===== src/rtl/vga_timing_gen.sv =====
// ---------------------------------------------------------------------------
// vga_timing_gen
//   Raster timing generator for a VGA-style display. A horizontal pixel
//   counter and a vertical line counter walk the full raster (visible area,
//   front porch, sync, back porch). The sync, blank and frame-start flags
//   are decoded from the *next* counter values and registered together with
//   the counters, so every output describes the same raster position in the
//   same cycle.
//
// Ports
//   vga_clk     in   pixel clock, rising edge
//   reset_n     in   asynchronous reset, active low
//   en          in   run enable; low freezes the raster and blanks output
//   DrawX       out  [9:0] horizontal position, 0..H_TOT-1
//   DrawY       out  [9:0] vertical position, 0..V_TOT-1
//   hs          out  horizontal sync, active low
//   vs          out  vertical sync, active low
//   blank       out  1 = visible pixel, 0 = blanked
//   frame_start out  one-cycle pulse on entry to position (0,0)
//   frame_count out  [7:0] completed-frame counter, wraps 255 -> 0
// ---------------------------------------------------------------------------
module vga_timing_gen #(
    parameter int H_VIS  = 640,
    parameter int H_FP   = 16,
    parameter int H_SYNC = 96,
    parameter int H_BP   = 48,
    parameter int V_VIS  = 480,
    parameter int V_FP   = 10,
    parameter int V_SYNC = 2,
    parameter int V_BP   = 33
) (
    input  logic       vga_clk,
    input  logic       reset_n,
    input  logic       en,
    output logic [9:0] DrawX,
    output logic [9:0] DrawY,
    output logic       hs,
    output logic       vs,
    output logic       blank,
    output logic       frame_start,
    output logic [7:0] frame_count
);

    localparam int H_TOT = H_VIS + H_FP + H_SYNC + H_BP;
    localparam int V_TOT = V_VIS + V_FP + V_SYNC + V_BP;

    // Boundaries as 10-bit constants so every compare is unsigned 10-bit.
    localparam logic [9:0] H_LAST   = 10'(H_TOT - 1);
    localparam logic [9:0] V_LAST   = 10'(V_TOT - 1);
    localparam logic [9:0] H_VIS_W  = 10'(H_VIS);
    localparam logic [9:0] V_VIS_W  = 10'(V_VIS);
    localparam logic [9:0] HS_BEG   = 10'(H_VIS + H_FP);
    localparam logic [9:0] HS_END   = 10'(H_VIS + H_FP + H_SYNC);
    localparam logic [9:0] VS_BEG   = 10'(V_VIS + V_FP);
    localparam logic [9:0] VS_END   = 10'(V_VIS + V_FP + V_SYNC);

    function automatic logic hsync_level(input logic [9:0] x);
        return !((x >= HS_BEG) && (x < HS_END));
    endfunction

    function automatic logic vsync_level(input logic [9:0] y);
        return !((y >= VS_BEG) && (y < VS_END));
    endfunction

    function automatic logic visible(input logic [9:0] x, input logic [9:0] y);
        return (x < H_VIS_W) && (y < V_VIS_W);
    endfunction

    logic       x_wrap;
    logic       y_wrap;
    logic [9:0] x_nxt;
    logic [9:0] y_nxt;

    // Next raster position; only committed when en is high.
    always_comb begin
        x_wrap = (DrawX == H_LAST);
        y_wrap = (DrawY == V_LAST);
        x_nxt  = x_wrap ? 10'd0 : DrawX + 10'd1;
        y_nxt  = DrawY;
        if (x_wrap) begin
            y_nxt = y_wrap ? 10'd0 : DrawY + 10'd1;
        end
    end

    // Flags are decoded from the next position so they line up with the
    // counters they are registered alongside. Reset values describe (0,0).
    always_ff @(posedge vga_clk or negedge reset_n) begin
        if (!reset_n) begin
            DrawX       <= 10'd0;
            DrawY       <= 10'd0;
            hs          <= 1'b1;
            vs          <= 1'b1;
            blank       <= 1'b1;
            frame_start <= 1'b0;
            frame_count <= 8'd0;
        end else if (en) begin
            DrawX       <= x_nxt;
            DrawY       <= y_nxt;
            hs          <= hsync_level(x_nxt);
            vs          <= vsync_level(y_nxt);
            blank       <= visible(x_nxt, y_nxt);
            frame_start <= x_wrap && y_wrap;
            if (x_wrap && y_wrap) begin
                frame_count <= frame_count + 8'd1;
            end
        end else begin
            // Frozen: position, syncs and frame count hold; picture is blanked.
            blank       <= 1'b0;
            frame_start <= 1'b0;
        end
    end

endmodule


===== config.mk =====
export PLATFORM = sky130hd
export DESIGN_NAME = vga_timing_gen
export DESIGN_NICKNAME = d
export VERILOG_FILES = /design/src/rtl/vga_timing_gen.sv
export SDC_FILE = /design/constraint.sdc
export NUM_CORES = 1
export LEC_CHECK = 0
export BUFFER_PORTS_ARGS = -buffer_cell sky130_fd_sc_hd__buf_2
export CORE_ASPECT_RATIO = 0.9
export CORE_MARGIN = 3
export CORE_UTILIZATION = 56
export DETAILED_ROUTE_END_ITERATION = 7
export GPL_TIMING_DRIVEN = 0
export PLACE_DENSITY_LB_ADDON = 0.25
export SYNTH_ARGS = -nofsm -noshare
export SYNTH_HDL_FRONTEND = slang
export SYNTH_SLANG_ARGS = --single-unit

===== constraint.sdc =====
create_clock -name vga_clk -period 2.2 [get_ports vga_clk]
set_input_delay 0.11 -clock vga_clk [delete_from_list [all_inputs] [get_ports vga_clk]]
set_output_delay 0.11 -clock vga_clk [all_outputs]
set_load 0.02 [all_outputs]

### Yosys cells after proc, flatten, opt, wreduce, memory -nomap -nowiden

Cells that the tools add are included.

| word-level totals | value |
|---|---|
| flip-flop bits (word level) | 32 |
| bits in latches | 0 |
| RAM bits | 0 |
| bits in read-only memories | 0 |
| bits of input ports | 3 |
| memories | 0 |

| cells by class | value |
|---|---|
| $add $sub $neg | 3 |
| multiply operators | 0 |
| div/mod/pow operators | 0 |
| $lt $le $gt $ge | 6 |
| eq/ne operators | 2 |
| shifts and indexed selects | 0 |
| muxes and demuxes | 5 |
| bitwise logic cells | 0 |
| reduce and logical (&&, ||, !) cells | 7 |

Operators with widths:

| operator | count |
|---|---|
| $mux W10 | 3 |
| $add A10 B1 Y10 const B | 2 |
| $eq A10 B10 Y1 const B | 2 |
| $lt A10 B10 Y1 const B | 2 |
| $lt A10 B9 Y1 const B | 2 |
| $ge A10 B10 Y1 const B | 1 |
| $ge A10 B9 Y1 const B | 1 |
| $add A8 B1 Y8 const B | 1 |
| $logic_and A1 B1 Y1 | 4 |
| $logic_not A1 Y1 | 2 |
| $mux W1 | 2 |
| $reduce_and A2 Y1 | 1 |

### Depth between registers and ports, before layout

Gate-level depths: netlist of the first run.

| logic depth | value |
|---|---|
| depth in word-level cells | 6 |
| mapped depth | 8 |
| gate-level depth less buffers | 7 |

### Worst setup path before layout of the first run

No wires, ideal clock.

| timing | value |
|---|---|
| path type | reg2reg |
| start point | register DrawX[0] |
| end point | register DrawY[9] |
| setup time | 0.125 ns |
| arrival time | 2.031 ns |
| required time | 2.075 ns |
| slack | 0.044 ns |
| cell stages (with the launch flop) | 8 |
| period minus slack after synthesis | 2.156 ns |
| cells stage by stage | dfrtp_1 -> ha_1 -> and4_4 -> nand3_4 -> buf_6 -> o41ai_2 -> a22oi_2 -> mux2_2 |

| on the way | value |
|---|---|
| longest elaborated chain between the ends | 2 |

Ends and longest elaborated chain:

| element | line | RTL |
|---|---|---|
| start, declared | 35 | `output logic [9:0] DrawX,` |
| start signal, assigned | 97 | `DrawX <= x_nxt;` |
| $eq A10 B10 Y1 | 76 | `x_wrap = (DrawX == H_LAST);` |
| $mux W10 | 80 | `if (x_wrap) begin` |
| end signal, assigned | 98 | `DrawY <= y_nxt;` |
| end, declared | 36 | `output logic [9:0] DrawY,` |

Every way passes these cells.
A chain may end at the register's enable or synchronous reset.

### Final worst setup path of the first run

Same ends and word-level chain as after synthesis.

==> metrics.csv, run 1 <==
stage,metric,value,unit
worst_setup_path,worst_setup_path_start_kind,register,
logic_synthesis,synth_top_area_frac,0.359,
timing,worstMarginPinSlew,0.720,ns
final_layout,antenna_cells,0,
grt,grt_pass1_wl,7.69,mm
placement,place_inst,282,
final_layout,final_cell_mix,"buf_2, dfrtp_1, nand2_1",
die,die_h,63.0,µm
detailed_routing,ant_nets,0,
placement,dp_hpwl,3.05,mm
logic_synthesis,synth_seq_area_share,0.398,
cts,cts_tree,yes,
logic_synthesis,synth_enable_flop_cells,0,
worst_setup_path,path_cells,ha_4 > and4_4 > nand3_4 > buf_6 > o41ai_2 > a22oi_2 > mux2_2,
worst_setup_path,max_stage_delay,0.47,ns
worst_setup_path,cp_num_cells,7,
grt,grtUsageTotal,0.217,
grt,grt_max_degree,33,
die,die_w,69.3,µm
final_layout,instances_no_fill,291,
power_and_ir_drop,p_sw,804,µW
cts,clock-root-buffer,clkbuf_8,
worst_setup_path,cp_slowest_cell,dfrtp_2,
logic_synthesis,yosysWarnings,0,
die,coreArea,3430,µm²
worst_setup_path,crit_arrival,2.24,ns
die,boundaryPins,35,
power_and_ir_drop,peakVddDrop,0.456,mV
timing,layout_min_cycle_time,2.07,ns
detailed_routing,first_pass_iters,5,
grt,overflow,0,
worst_setup_path,critPathMaxFanout,10,
detailed_routing,post_drt_wl_per_cell,15.4,µm
power_and_ir_drop,p_seq_frac,0.354,
logic_synthesis,synth_top_cell_by_area,dfrtp_1,
timing,worst_slack,0.132,ns
placement,routabilityCongestion,0.901,
final_layout,fin_nets,254,
timing,worst_hold_slack,0.255,ns
timing,finalCritPeriodShare,0.940,
cts,clk_pin_slew,0.07,ns
final_layout,num-fill-cells,271,
timing,drv_slew,0,
worst_hold_path,worst_hold_path_type,in2reg,
power_and_ir_drop,intPower,1.40,mW
power_and_ir_drop,swShare,0.366,
logic_synthesis,synth_area_per_cell,9.90,µm²
cts,cts_buffer_depth,2,
worst_setup_path,cp.required,2.37,ns
placement,pre_cts_ws,-0.0446,ns
logic_synthesis,synth_cell_types,62,
job,cap_viol_max_count,0,
timing,maxClockFrequency,484,MHz
cts,clk_latency,0.29,ns
detailed_routing,viasPerCell,6.04,
worst_setup_path,r2r_cells,7,
power_and_ir_drop,p_leak,1.05,nW
logic_synthesis,synthArstFlopShare,1.00,
cts,htree_levels,2,
grt,grt_pass1_vias,1609,
logic_synthesis,synthFlopType,dfrtp_1,
power_and_ir_drop,power_density,909,nW/µm²
detailed_routing,drtIter0Drc,176,
die,rows,20,
logic_synthesis,ys_ff_latch,32,
die,initial_core_util,0.589,
logic_synthesis,netlist_top_cells_area,"dfrtp_1, xnor2_1, nand2_1",
worst_setup_path,crit_buf_inv,1,
grt,grt_antenna_before_repair,0,
run_status,status,completed,
worst_setup_path,crit_family,flip-flops,
cts,cts_setup_buffers,0,
detailed_routing,wirelength,4.47,mm
final_layout,syn_to_final_growth,19.8,%
logic_synthesis,syn_nets,212,
timing,grt_setup_unrepaired,false,
detailed_routing,num_vias,1759,
final_layout,drive_gt1_frac,0.332,
cts,clock-sinks,32,
logic_synthesis,syn_inst,204,
final_layout,final_common_cell,buf_2,
timing,max-slew-margin-rel,0.520,
final_layout,post-route-util,0.705,
power_and_ir_drop,power.share.clock,0.283,
worst_setup_path,endpoint_kind,register,
power_and_ir_drop,comb_power_share,0.362,
worst_setup_path,path_class,reg2reg,
timing,skew,0.00393,ns
logic_synthesis,syn_area,2020,µm²
die,die_area,4360,µm²
timing,setup_viol,0,
placement,numPortBuffers,34,
cts,cts_made_buffers,5,
detailed_routing,drc,0,
worst_hold_path,hold_depth,3,
timing,hold_viol_final,0,
[power groups by stage]
stage          registers (mW)  logic [mW]  clock network, mW
6_report                0.780       0.796              0.623
5_1_grt                 0.801       0.867              0.658
4_1_cts                 0.769       0.775              0.629
3_5_place_dp            0.776       0.768                  0
3_3_place_gp            0.773       0.759                  0
2_1_floorplan           0.863       0.484                  0
[cell type report]
type / count / area (µm²) / share of cell area
flip-flops and latches: 32 / 810 / 0.335
inverters: 4 / 15.0 / 0.00621
clock inverters: 1 / 30.0 / 0.0124
clock buffers: 7 / 96.3 / 0.0398
multi-input cells: 155 / 1120 / 0.463
plain buffers: 13 / 113 / 0.0466
well taps: 44 / 55.1 / 0.0228
repair buffers: 35 / 180 / 0.0745
[per-stage QoR]
step / setup TNS (ns) / total power [mW] / instance area [µm²]
after floorplan: 0 / 1.35 / 2020
after global placement: -0.0300 / 1.53 / 2240
after detailed placement: -0.0724 / 1.54 / 2240
after CTS: 0 / 2.17 / 2390
after global routing: 0 / 2.33 / 2420
final: 0 / 2.20 / 2420
[synthesized netlist by cell type, drive strengths merged, types with 2 or more instances]
| master | count |
|---|---|
| nand3 | 13 |
| or2 | 2 |
| dfrtp | 29 |
| a21oi | 7 |
| a21o | 2 |
| xor2 | 2 |
| mux2 | 3 |
| o41ai | 4 |
| nor3 | 6 |
| o21ai | 12 |
| clkbuf | 2 |
| and2 | 4 |
| o31ai | 2 |
| ha | 5 |
| nand2b | 2 |
| and3 | 5 |
| mux2i | 2 |
| nand4b | 2 |
| o21a | 2 |
| nand4 | 10 |
| a211oi | 2 |
| nor2 | 9 |
| dfstp | 3 |
| o31a | 2 |
| buf | 11 |
| inv | 4 |
| xnor2 | 11 |
| a31oi | 3 |
| nand2 | 23 |
[final timing paths]
path	start	to	slack (ns)
setup / recovery	DrawX[0]	DrawY[9]	0.13
hold / removal	en	frame_start	0.25
setup reg to reg	DrawX[0]	DrawY[9]	0.13
hold reg to reg	frame_count[7]	frame_count[7]	0.46
max in group asynchronous	reset_n	DrawX[0]	1.28
min in group asynchronous	reset_n	frame_count[5]	0.42
[sequential cells by signal, indices dropped and copies added, names as in the netlist]
| register | cells |
|---|---|
| hs | 1 |
| blank | 1 |
| DrawY | 10 |
| DrawX | 10 |
| vs | 1 |
| frame_count | 8 |
| frame_start | 1 |
[logic make-up after synthesis]
family / after synthesis / synth area share
xor+xnor: 13 / 0.0564
mux: 5 / 0.0266
compound gates: 46 / 0.163
fa+ha+maj: 5 / 0.0310
flops: 32 / 0.398
simple gates: 86 / 0.261
buf+inv: 17 / 0.0632
[worst register-to-register path: cells and delay by family (launching register included)]
family                     cells  cell delay (ns)
muxes                          1             0.28
adders and majority gates      1             0.20
and+or+nand+nor                2             0.40
DFF                            1             0.47
buffers and inverters          1             0.15
AOI/OAI and AO/OA              2             0.46
[metal layers]
| metal | GRT usage | routed length (µm) | share of wire |
|---|---|---|---|
| met1 | 0.312 | 2010 | 0.45 |
| met2 | 0.317 | 2090 | 0.47 |
| met3 | 0.0611 | 326 | 0.073 |
| met4 | 0.0659 | 48 | 0.011 |
| met5 | 0 | 0 | 0 |
[what timing repair did]
| action | 4_1_cts | 5_1_grt |
|---|---|---|
| hold buffers | 1 | 0 |
| pin swaps | 0 | 0 |
| endpoints found under the hold margin | 29 | 0 |
| setup endpoints to repair | 5 | 12 |
| resized for setup | 2 | 7 |
Power figures use the tool's default switching activity.
==> inputs of run 2 (changes only) <==
--- a/config.mk
+++ b/config.mk
@@ -6,9 +6,11 @@
 export NUM_CORES = 1
 export LEC_CHECK = 0
 export BUFFER_PORTS_ARGS = -buffer_cell sky130_fd_sc_hd__buf_2
+export CELL_PAD_IN_SITES_DETAIL_PLACEMENT = 1
+export CELL_PAD_IN_SITES_GLOBAL_PLACEMENT = 1
 export CORE_ASPECT_RATIO = 0.9
 export CORE_MARGIN = 3
-export CORE_UTILIZATION = 56
+export CORE_UTILIZATION = 43
 export DETAILED_ROUTE_END_ITERATION = 7
 export GPL_TIMING_DRIVEN = 0
 export PLACE_DENSITY_LB_ADDON = 0.25
==> metrics.csv, run 2 (synthesized netlist as in run 1, its figures left out) <==
stage,metric,value,unit,change
detailed_routing,drtIter0Drc,118,,-33%
run_status,status,completed,,
timing,worstMarginPinSlew,0.723,ns,+0.00240 ns
die,coreArea,4490,µm²,+31%
final_layout,reg_top3,"DrawX (10), DrawY (10), frame_count (8)",,
worst_setup_path,critPathMaxFanout,10,,unchanged
final_layout,multi_input_area,1110,µm²,-0.89%
grt,grtUsageTotal,0.211,,-0.00629
detailed_routing,viasPerCell,5.63,,-6.8%
power_and_ir_drop,comb_power_share,0.395,,+0.033
final_layout,layout.cell_area.non_filler,2420,µm²,about the same
cts,cts_tree,yes,,
worst_setup_path,r2r-start,DrawX[1],,
timing,worst_hold_slack,0.188,ns,-0.0669 ns
worst_hold_path,worst_hold_path_type,in2reg,,
die,boundaryPins,35,,unchanged
grt,grt_pass1_vias,1896,,+18%
timing,skew,0.00963,ns,+0.00571 ns
worst_setup_path,endpoint_kind,register,,
cts,clock-root-buffer,clkbuf_8,,
placement,numPortBuffers,34,,unchanged
die,die_area,5560,µm²,+27%
die,rows,23,,+15%
cts,cts_buffer_depth,2,,unchanged
power_and_ir_drop,power_density,865,nW/µm²,-4.9%
worst_setup_path,crit_arrival,2.24,ns,about the same
final_layout,final-seq-area,810,µm²,unchanged
power_and_ir_drop,p_seq_frac,0.373,,+0.019
grt,overflow,0,,unchanged
power_and_ir_drop,power.share.clock,0.233,,-0.050
timing,layout_min_cycle_time,2.07,ns,-0.000182 ns
placement,routabilityCongestion,0.823,,-8.6%
timing,grt_setup_unrepaired,false,,
worst_setup_path,critPathLaunch,DrawX[1],,
cts,htree_levels,2,,unchanged
die,die_w,78.2,µm,+13%
worst_hold_path,hold_path_startpoint,en,,
final_layout,num-fill-cells,541,,+100%
placement,dp_hpwl,3.68,mm,+21%
die,initial_core_util,0.450,,-0.139
power_and_ir_drop,p_leak,1.03,nW,-1.6%
detailed_routing,ant_nets,0,,unchanged
grt,grt_antenna_before_repair,0,,unchanged
worst_setup_path,path_class,reg2reg,,
final_layout,fin_nets,257,,+1.2%
grt,grt_max_degree,33,,unchanged
final_layout,final_common_cell,buf_2,,
worst_setup_path,worst_setup_path_start_kind,register,,
grt,grt_pass1_wl,9.31,mm,+21%
job,cap_viol_max_count,0,,unchanged
power_and_ir_drop,power,2.09,mW,-4.8%
cts,clock-sinks,32,,unchanged
worst_hold_path,hold_depth,3,,unchanged
detailed_routing,drc,0,,unchanged
worst_setup_path,r2r_cells,7,,unchanged
timing,drv_slew,0,,unchanged
power_and_ir_drop,p_sw,839,µW,+4.3%
cts,clk_pin_slew,0.07,ns,about the same
cts,cts_made_buffers,5,,unchanged
final_layout,post-route-util,0.539,,-0.166
timing,maxClockFrequency,484,MHz,about the same
timing,hold_viol_final,0,,unchanged
placement,dpl_cell_area,2270,µm²,+1.0%
worst_setup_path,cp.required,2.38,ns,about the same
final_layout,antenna_cells,0,,unchanged
detailed_routing,wirelength,5.31,mm,+19%
worst_setup_path,rrSetupSlack,0.13,ns,about the same
die,die_h,71.0,µm,+13%
final_layout,drive_gt1_frac,0.344,,+0.0120
final_layout,syn_to_final_growth,19.8,%,about the same
power_and_ir_drop,swShare,0.401,,+0.0350
power_and_ir_drop,peakVddDrop,0.441,mV,-3.4%
final_layout,final_cell_mix,"buf_2, dfrtp_1, nand2_1",,
timing,finalCritPeriodShare,0.940,,about the same
detailed_routing,num_vias,1758,,-0.057%
detailed_routing,post_drt_wl_per_cell,17.0,µm,+11%
timing,setup_viol,0,,unchanged
timing,max-slew-margin-rel,0.518,,-0.00160
detailed_routing,first_pass_iters,4,,-1
cts,clk_latency,0.30,ns,about the same
power_and_ir_drop,intPower,1.25,mW,-10%
-- run 2: power by group through the flow --
stage / clock, mW / sequential [mW] / combinational (mW)
after CTS: 0.492 / 0.777 / 0.812
after detailed placement: 0 / 0.784 / 0.796
final: 0.488 / 0.780 / 0.826
after global routing: 0.530 / 0.797 / 0.921
after floorplan: 0 / 0.863 / 0.484
after global placement: 0 / 0.778 / 0.778
-- run 2: path summary, 6_finish.rpt --
check                            endpoint
max in group asynchronous        DrawY[1]
min in group asynchronous        DrawX[2]
max reg2reg                      DrawY[9]
max                              DrawY[9]
min reg2reg                frame_count[7]
min                              DrawX[8]
-- run 2: worst max-delay path, cell delays in order, from the launching register on --
cell	delay, ns
dfrtp_2	0.47
ha_4	0.20
and4_4	0.28
nand3_4	0.09
buf_6	0.15
o41ai_2	0.37
a22oi_2	0.10
mux2_2	0.28
-- run 2: metal layers --
layer  GRT usage  up-vias  part of all wire
met2       0.348       29              0.50
met5           0        -                 0
met3      0.0382        8             0.029
met4      0.0699        0             0.014
li1            -      839                 -
met1       0.281      882              0.45
-- run 2: metrics by stage --
step,std cells,worst slack [ns],TNS [ns]
2_1_floorplan,204,0.0442,0
3_3_place_gp,300,-0.0784,-0.210
3_5_place_dp,300,-0.111,-0.445
4_1_cts,309,0.0381,0
5_1_grt,312,0.00390,0
6_report,312,0.132,0
-- run 2: what timing repair did --
action / 4_1_cts / 5_1_grt
endpoints found under the setup margin: 10 / 7
endpoints found under the hold margin: 29 / 0
hold buffers: 1 / 0
setup buffers: 0 / 3
pin swaps: 0 / 1
gates resized for setup: 4 / 4
-- run 2: area by class of cell --
cell class / count / area share
inverters: 4 / 0.00620
clock buffers: 6 / 0.0341
multi-input cells: 155 / 0.459
plain buffers: 13 / 0.0465
flip-flops and latches: 32 / 0.335
well taps: 62 / 0.0321
repair buffers: 38 / 0.0838
clock inverters: 2 / 0.00414
